==> config.mk <==
export PLATFORM = sky130hd
export DESIGN_NAME = instr_mem_loader
export DESIGN_NICKNAME = d
export VERILOG_FILES = /design/src/rtl/instr_mem_loader.sv
export SDC_FILE = /design/constraint.sdc
export NUM_CORES = 1
export LEC_CHECK = 0
export CAP_MARGIN = 20
export CORE_UTILIZATION = 40
export CTS_CLUSTER_DIAMETER = 100
export DETAILED_ROUTE_END_ITERATION = 8
export SKIP_CTS_REPAIR_TIMING = 1
export SYNTH_ARGS = -nofsm -noshare
export SYNTH_HDL_FRONTEND = slang
export SYNTH_SLANG_ARGS = --single-unit
export TNS_END_PERCENT = 50
==> constraint.sdc <==
create_clock -name clk -period 2.2 [get_ports clk]
set_clock_uncertainty 0.15 [all_clocks]
set_input_delay 0.22 -clock clk [delete_from_list [all_inputs] [get_ports clk]]
set_output_delay 0.22 -clock clk [all_outputs]
set_load 0.05 [all_outputs]
==> src/rtl/instr_mem_loader.sv <==
// Byte-stream loader for the block instruction memory; optional trailing XOR checksum under INSTR_LOADER_CHECKSUM_EN.
// Write strobe one cycle after the 4th data byte; in_ready drops only while a commit/halt waits for sample_tick.
module instr_mem_loader #(
  parameter int n_blocks = 256,
  localparam int AW = $clog2(n_blocks)
) (
  input  logic          clk,
  input  logic          reset,
  input  logic          sample_tick,
  input  logic [7:0]    in_byte,
  input  logic          in_valid,
  output logic          in_ready,
  output logic [AW-1:0] instr_write_addr,
  output logic [31:0]   instr_write_val,
  output logic          instr_write_enable,
  output logic [AW-1:0] n_blocks_running,
  output logic [AW-1:0] last_block,
  output logic          pipeline_enable,
  output logic          busy,
  output logic          error
);

  localparam logic [AW-1:0] TOP_BLOCK = AW'(n_blocks - 1);

  typedef enum logic [2:0] {
    IDLE    = 3'd0,
    W_ADDR  = 3'd1,
    W_COUNT = 3'd2,
    W_DATA  = 3'd3,
    C_ARG   = 3'd4,
    C_WAIT  = 3'd5
`ifdef INSTR_LOADER_CHECKSUM_EN
    ,
    W_CSUM  = 3'd6
`endif
  } state_t;

  state_t        state, next_state;
  logic          accept;
  logic          last_byte;
  logic [1:0]    byte_cnt;
  logic [7:0]    word_cnt;
  logic [AW-1:0] addr;
  logic [23:0]   word_sr;
  logic [AW-1:0] pend_lb;
  logic [AW-1:0] pend_nbr;
  logic          pend_halt;
  logic [AW-1:0] arg_lb;
`ifdef INSTR_LOADER_CHECKSUM_EN
  logic [7:0]    csum;
`endif

  assign accept    = in_valid && in_ready;
  assign last_byte = accept && (state == W_DATA) && (byte_cnt == 2'd3);
  assign busy      = (state != IDLE);
  assign arg_lb    = in_byte[AW-1:0];

  always_ff @(posedge clk) begin
    if (reset) state <= IDLE;
    else       state <= next_state;
  end

  always_comb begin
    next_state = state;
    case (state)
      IDLE: begin
        if (accept) begin
          case (in_byte)
            8'h01:   next_state = W_ADDR;
            8'h02:   next_state = C_ARG;
            8'h03:   next_state = C_WAIT;
            default: next_state = IDLE;
          endcase
        end
      end
      W_ADDR:  if (accept) next_state = W_COUNT;
      W_COUNT: if (accept) next_state = W_DATA;
      W_DATA: begin
        if (last_byte && word_cnt == 8'd0) begin
`ifdef INSTR_LOADER_CHECKSUM_EN
          next_state = W_CSUM;
`else
          next_state = IDLE;
`endif
        end
      end
`ifdef INSTR_LOADER_CHECKSUM_EN
      W_CSUM:  if (accept) next_state = IDLE;
`endif
      C_ARG:   if (accept) next_state = C_WAIT;
      C_WAIT:  if (sample_tick) next_state = IDLE;
      default: next_state = IDLE;
    endcase
  end

  always_ff @(posedge clk) begin
    if (reset) begin
      in_ready           <= 1'b0;
      instr_write_addr   <= '0;
      instr_write_val    <= '0;
      instr_write_enable <= 1'b0;
      n_blocks_running   <= '0;
      last_block         <= '0;
      pipeline_enable    <= 1'b1;
      error              <= 1'b0;
      byte_cnt           <= '0;
      word_cnt           <= '0;
      addr               <= '0;
      word_sr            <= '0;
      pend_lb            <= '0;
      pend_nbr           <= '0;
      pend_halt          <= 1'b0;
`ifdef INSTR_LOADER_CHECKSUM_EN
      csum               <= '0;
`endif
    end else begin
      in_ready           <= (next_state != C_WAIT);
      instr_write_enable <= 1'b0;
      case (state)
        IDLE: begin
          if (accept) begin
            case (in_byte)
              8'h01: begin
                pipeline_enable <= 1'b0;
`ifdef INSTR_LOADER_CHECKSUM_EN
                csum            <= in_byte;
`endif
              end
              8'h02: ;
              8'h03: begin
                pend_halt <= 1'b1;
                pend_nbr  <= '0;
              end
              default: error <= 1'b1;
            endcase
          end
        end
        W_ADDR: begin
          if (accept) begin
            addr <= arg_lb;
`ifdef INSTR_LOADER_CHECKSUM_EN
            csum <= csum ^ in_byte;
`endif
          end
        end
        W_COUNT: begin
          if (accept) begin
            word_cnt <= in_byte;
            byte_cnt <= 2'd0;
`ifdef INSTR_LOADER_CHECKSUM_EN
            csum     <= csum ^ in_byte;
`endif
          end
        end
        W_DATA: begin
          if (accept) begin
            // Bytes arrive LSB first, so shift right and drop the newest byte in at the top.
            word_sr  <= {in_byte, word_sr[23:8]};
            byte_cnt <= byte_cnt + 2'd1;
`ifdef INSTR_LOADER_CHECKSUM_EN
            csum     <= csum ^ in_byte;
`endif
          end
          if (last_byte) begin
            instr_write_val    <= {in_byte, word_sr};
            instr_write_addr   <= addr;
            instr_write_enable <= 1'b1;
            addr               <= addr + AW'(1);
            word_cnt           <= word_cnt - 8'd1;
`ifndef INSTR_LOADER_CHECKSUM_EN
            if (word_cnt == 8'd0) pipeline_enable <= 1'b1;
`endif
          end
        end
`ifdef INSTR_LOADER_CHECKSUM_EN
        W_CSUM: begin
          if (accept) begin
            // A corrupt program is halted at once rather than waiting for a sample tick.
            if (in_byte != csum) begin
              error            <= 1'b1;
              n_blocks_running <= '0;
            end
            pipeline_enable <= 1'b1;
          end
        end
`endif
        C_ARG: begin
          if (accept) begin
            pend_halt <= 1'b0;
            pend_lb   <= arg_lb;
            pend_nbr  <= (arg_lb == TOP_BLOCK) ? TOP_BLOCK : arg_lb + AW'(1);
          end
        end
        C_WAIT: begin
          if (sample_tick) begin
            n_blocks_running <= pend_nbr;
            if (!pend_halt) last_block <= pend_lb;
          end
        end
        default: ;
      endcase
    end
  end

endmodule

==> summary.md <==
| Metric | Value |
|---|---|
| Outcome | completed |
| H-tree Lvls | 4 |
| R2R depth | 5 |
| Core Rows | 40 |
| Parity-gate share of the synthesized area counting xor and xnor cells | 0.003496 |
| Comb pwr share | 0.038 |
| Critical path launch point | in_ready |
| Min Tclk post-route | 2086 ps |
| Final number of hold-violating endpoints | 0 |
| Part of the cycle the worst path needs | 0.9483 |
| Critical-path cell with the highest stage delay | clkdlybuf4s50_1 |
| Number of top-level pins | 73 |
| Proportion of synthesized flip-flops having asynchronous set or reset | 0 |
| Cts bufs inserted | 17 |
| FILL cells | 1,171 |
| Die Span Y | 113.9 um |
| Number of buffers on the longest clock path | 2 |
| Number of failing setup endpoints in the final timing report | 0 |
| Top area cells in the synthesized netlist | dfxtp_1, nand2_1, a21oi_1 |
| Fraction of layout instances using a drive strength above 1 | 0.09358 |
| Maximum clock frequency | 0.4793 GHz |
| Compound-cell area share of the yosys netlist | 0.1990 |
| Top delay family on crit path | buffers and inverters |
| Most frequent cell after synthesis | nand2_1 |
| Total core area | 12,110 um^2 |
| Reported net switching power | 0.001115 W |
| Mean routed wirelength per cell | 14.72 um |
| Share of the synthesized area in the top cell type | 0.4874 |
| Cell internal pwr | 0.004032 W |
| Per-instance average area after synthesis | 7.904 um^2 |
| DP Wirelength | 8857 um |
| Total stage count of the critical path | 1 |
| Detailed Routing Iterations Pass 1 | 4 |
| Switching power as a share of total power | 0.2166 |
| Starting density of the core | 0.4137 |
| Final Core Density | 0.5439 |
| Vias | 4,602 |
| CTS tree | done |
| Proportion of synthesized chip area in sequential cells | 0.4874 |
| CTS Root Cell | clkbuf_16 |
| Ranking of synthesized cells by instance count | nand2_1, dfxtp_1, a21oi_1, clkbuf_1, nand3_1 |
| Synthesized flop and latch total | 122 |
| Clock Sink Count | 122 |
| Residual DRC count | 0 |
| Mux cell area share after synthesis | 0.007990 |
| Port buffer count | 72 |
| CP max stage delay | 860 ps |
| CP bufs+invs | 1 |
| Top cell type by total area after synthesis | dfxtp_1 |
| Number of pins with negative max-slew slack in the final report | 0 |
| Part of the power in the clock network | 0.531 |
| Maximum capacitance violations | 0 |
| Worst-path clk slew | 50 ps |
| Setup TNS | 0 ps |
| Slew headroom | 0.6229 |
| Crit path launch type | flop |
| First-pass GRT wire length | 21,210 um |
| Combined global-route utilization of all metal layers | 0.2091 |
| Post-Synth Simple-Gate Area | 0.2340 |
| Startpoint of the worst register-to-register path | state[1] |
| Critical hold path startpoint | error |
| Area of the die | 12,980 um^2 |
| Via count of the first global-routing pass | 4,320 |
| Most frequently used flop master after synthesis | dfxtp_1 |
| Unique masters post-synth | 55 |
| Arrival time of data at the critical path endpoint | 1720 ps |
| Maximum number of pins on one net before global-route repair | 58 |
| Post-synthesis net count | 653 |
| Adder-cell share of the synthesized area | 0.01748 |
| Final weighted congestion in routability-driven placement | 0.8383 |
| Total standard cell area after synthesis | 5011 um^2 |
| Type of destination of the critical path | primary output |
| Wirelength, routed | 13,010 um |
| Area overhead of the layout relative to synthesis | 31.46% |
| Ratio of total power to cell area | 781.2 nW/um^2 |
| Skew-Pair Late Insertion Delay | 400 ps |
| Die span in x | 113.9 um |
| Number of instances on the worst hold path | 2 |
| Antenna-violating nets left | 0 |
| Main combinational cell family by area after synthesis | simple AND/OR/NAND/NOR gates |
| Static Leakage | 2.231 nW |
| Initial antenna violation count | 0 |
| Number of DRC markers after the initial detailed-route iteration | 234 |
| Number of vias per cell | 5.206 |
| Antenna diode count | 0 |
| Min Hold Slack | 294.6 ps |
| Max FO, Critical Path | 8 |
| Number of flops mapped to enable cells by yosys | 0 |
| RSZ-0062 raised after global routing | false |
| Critical path type | flop to primary output |
| Total congestion overflow after global routing | 0 |
| Net count, final | 723 |
| Sequential share of power | 0.431 |
| Post-synthesis cell count | 634 |
| Transition time at the pin with the least slew margin | 565.6 ps |
| Sequence of cells on the critical path | clkdlybuf4s50_1 |
| Number of synthesis warnings | 0 |
| Maximum vdd ir drop | 0.0004481 V |
| Hold crit path type | flop to flop |
| Critical path required time | 1830 ps |
through the flow:
| step | cells | power (W) | instance area, um^2 | setup slack, ps |
|---|---|---|---|---|
| CTS | 883 | 0.005177 | 6578 | 80.24 |
| detailed placement | 852 | 0.002459 | 5991 | 77.81 |
| global placement | 852 | 0.002457 | 5991 | 99.10 |
| finish | 884 | 0.005146 | 6588 | 113.8 |
| global route | 884 | 0.005306 | 6588 | 64.00 |
| floorplan | 634 | 0.002375 | 5011 | 150.6 |
worst register-to-register path, cell delays in order, from the launching register on:
cell	delay (ps)
dfxtp_1	580
nand3b_1	270
buf_12	240
nand2_1	90
a21boi_0	270
o32ai_1	140
registers in the layout, indices dropped and copies added (netlist names):
signal,cells
addr,8
byte_cnt,2
error,1
in_ready,1
instr_write_addr,8
instr_write_enable,1
instr_write_val,32
last_block,8
n_blocks_running,8
pend_halt,1
pend_lb,8
pend_nbr,8
pipeline_enable,1
state,3
word_cnt,8
word_sr,24
path summary, 6_finish.rpt:
kind | end | slack (ps)
worst min register to register | error | 290
worst max-delay path | in_ready | 110
worst max register to register | word_cnt[7] | 330
worst min-delay path | error | 290
cell type report:
class	instances	area (um^2)	area share
Inverter	16	60.06	0.009117
Clock buffer	21	470.5	0.07141
Timing Repair Buffer	99	970.9	0.1474
Multi-Input combinational cell	448	2317	0.3518
Sequential cell	122	2442	0.3707
Clock inverter	10	116.4	0.01766
Tap cell	168	210.2	0.03191
cells in the final DEF (no fill, tap or decap), drive strengths merged, types with 2 or more instances in the layout:
cell / n
nand3: 23
and4: 3
a21o: 4
o32ai: 5
or2: 2
a22oi: 2
clkinvlp: 5
nor2b: 2
a311oi: 3
nand4: 4
or4: 2
nor3: 6
dfxtp: 122
o31a: 2
nor4: 2
buf: 28
a21oi: 106
clkdlybuf4s50: 70
bufinv: 2
clkbuf: 21
nand4b: 2
nor2: 22
or3: 4
o21ai: 18
clkinv: 3
a21boi: 2
o211ai: 4
mux2i: 4
inv: 16
nand3b: 4
ha: 7
nand2: 183
a22o: 8
and3b: 2
a31oi: 5
per-layer routing:
| layer | vias up | global-route usage | share of wire |
|---|---|---|---|
| li1 | 2325 | - | - |
| met1 | 2123 | 0.2900 | 0.49 |
| met2 | 136 | 0.3115 | 0.44 |
| met3 | 18 | 0.04091 | 0.054 |
| met4 | 0 | 0.09870 | 0.016 |
| met5 | - | 0 | 0 |
power by group through the flow:
stage | clock [W] | sequential, W | combinational (W)
floorplan | 0 | 0.00228 | 0.0000985
global placement | 0 | 0.00227 | 0.000190
detailed placement | 0 | 0.00227 | 0.000193
CTS | 0.00276 | 0.00222 | 0.000194
global route | 0.00288 | 0.00222 | 0.000211
finish | 0.00273 | 0.00222 | 0.000197
logic make-up after synthesis:
family / count (synthesis)
AOI/OAI and AO/OA: 170
xor gates and xnor gates: 2
adders and majority gates: 7
buffers and inverters: 64
DFF: 122
muxes: 4
and+or+nand+nor: 265
Note: power is estimated with default switching activity, not from simulation.
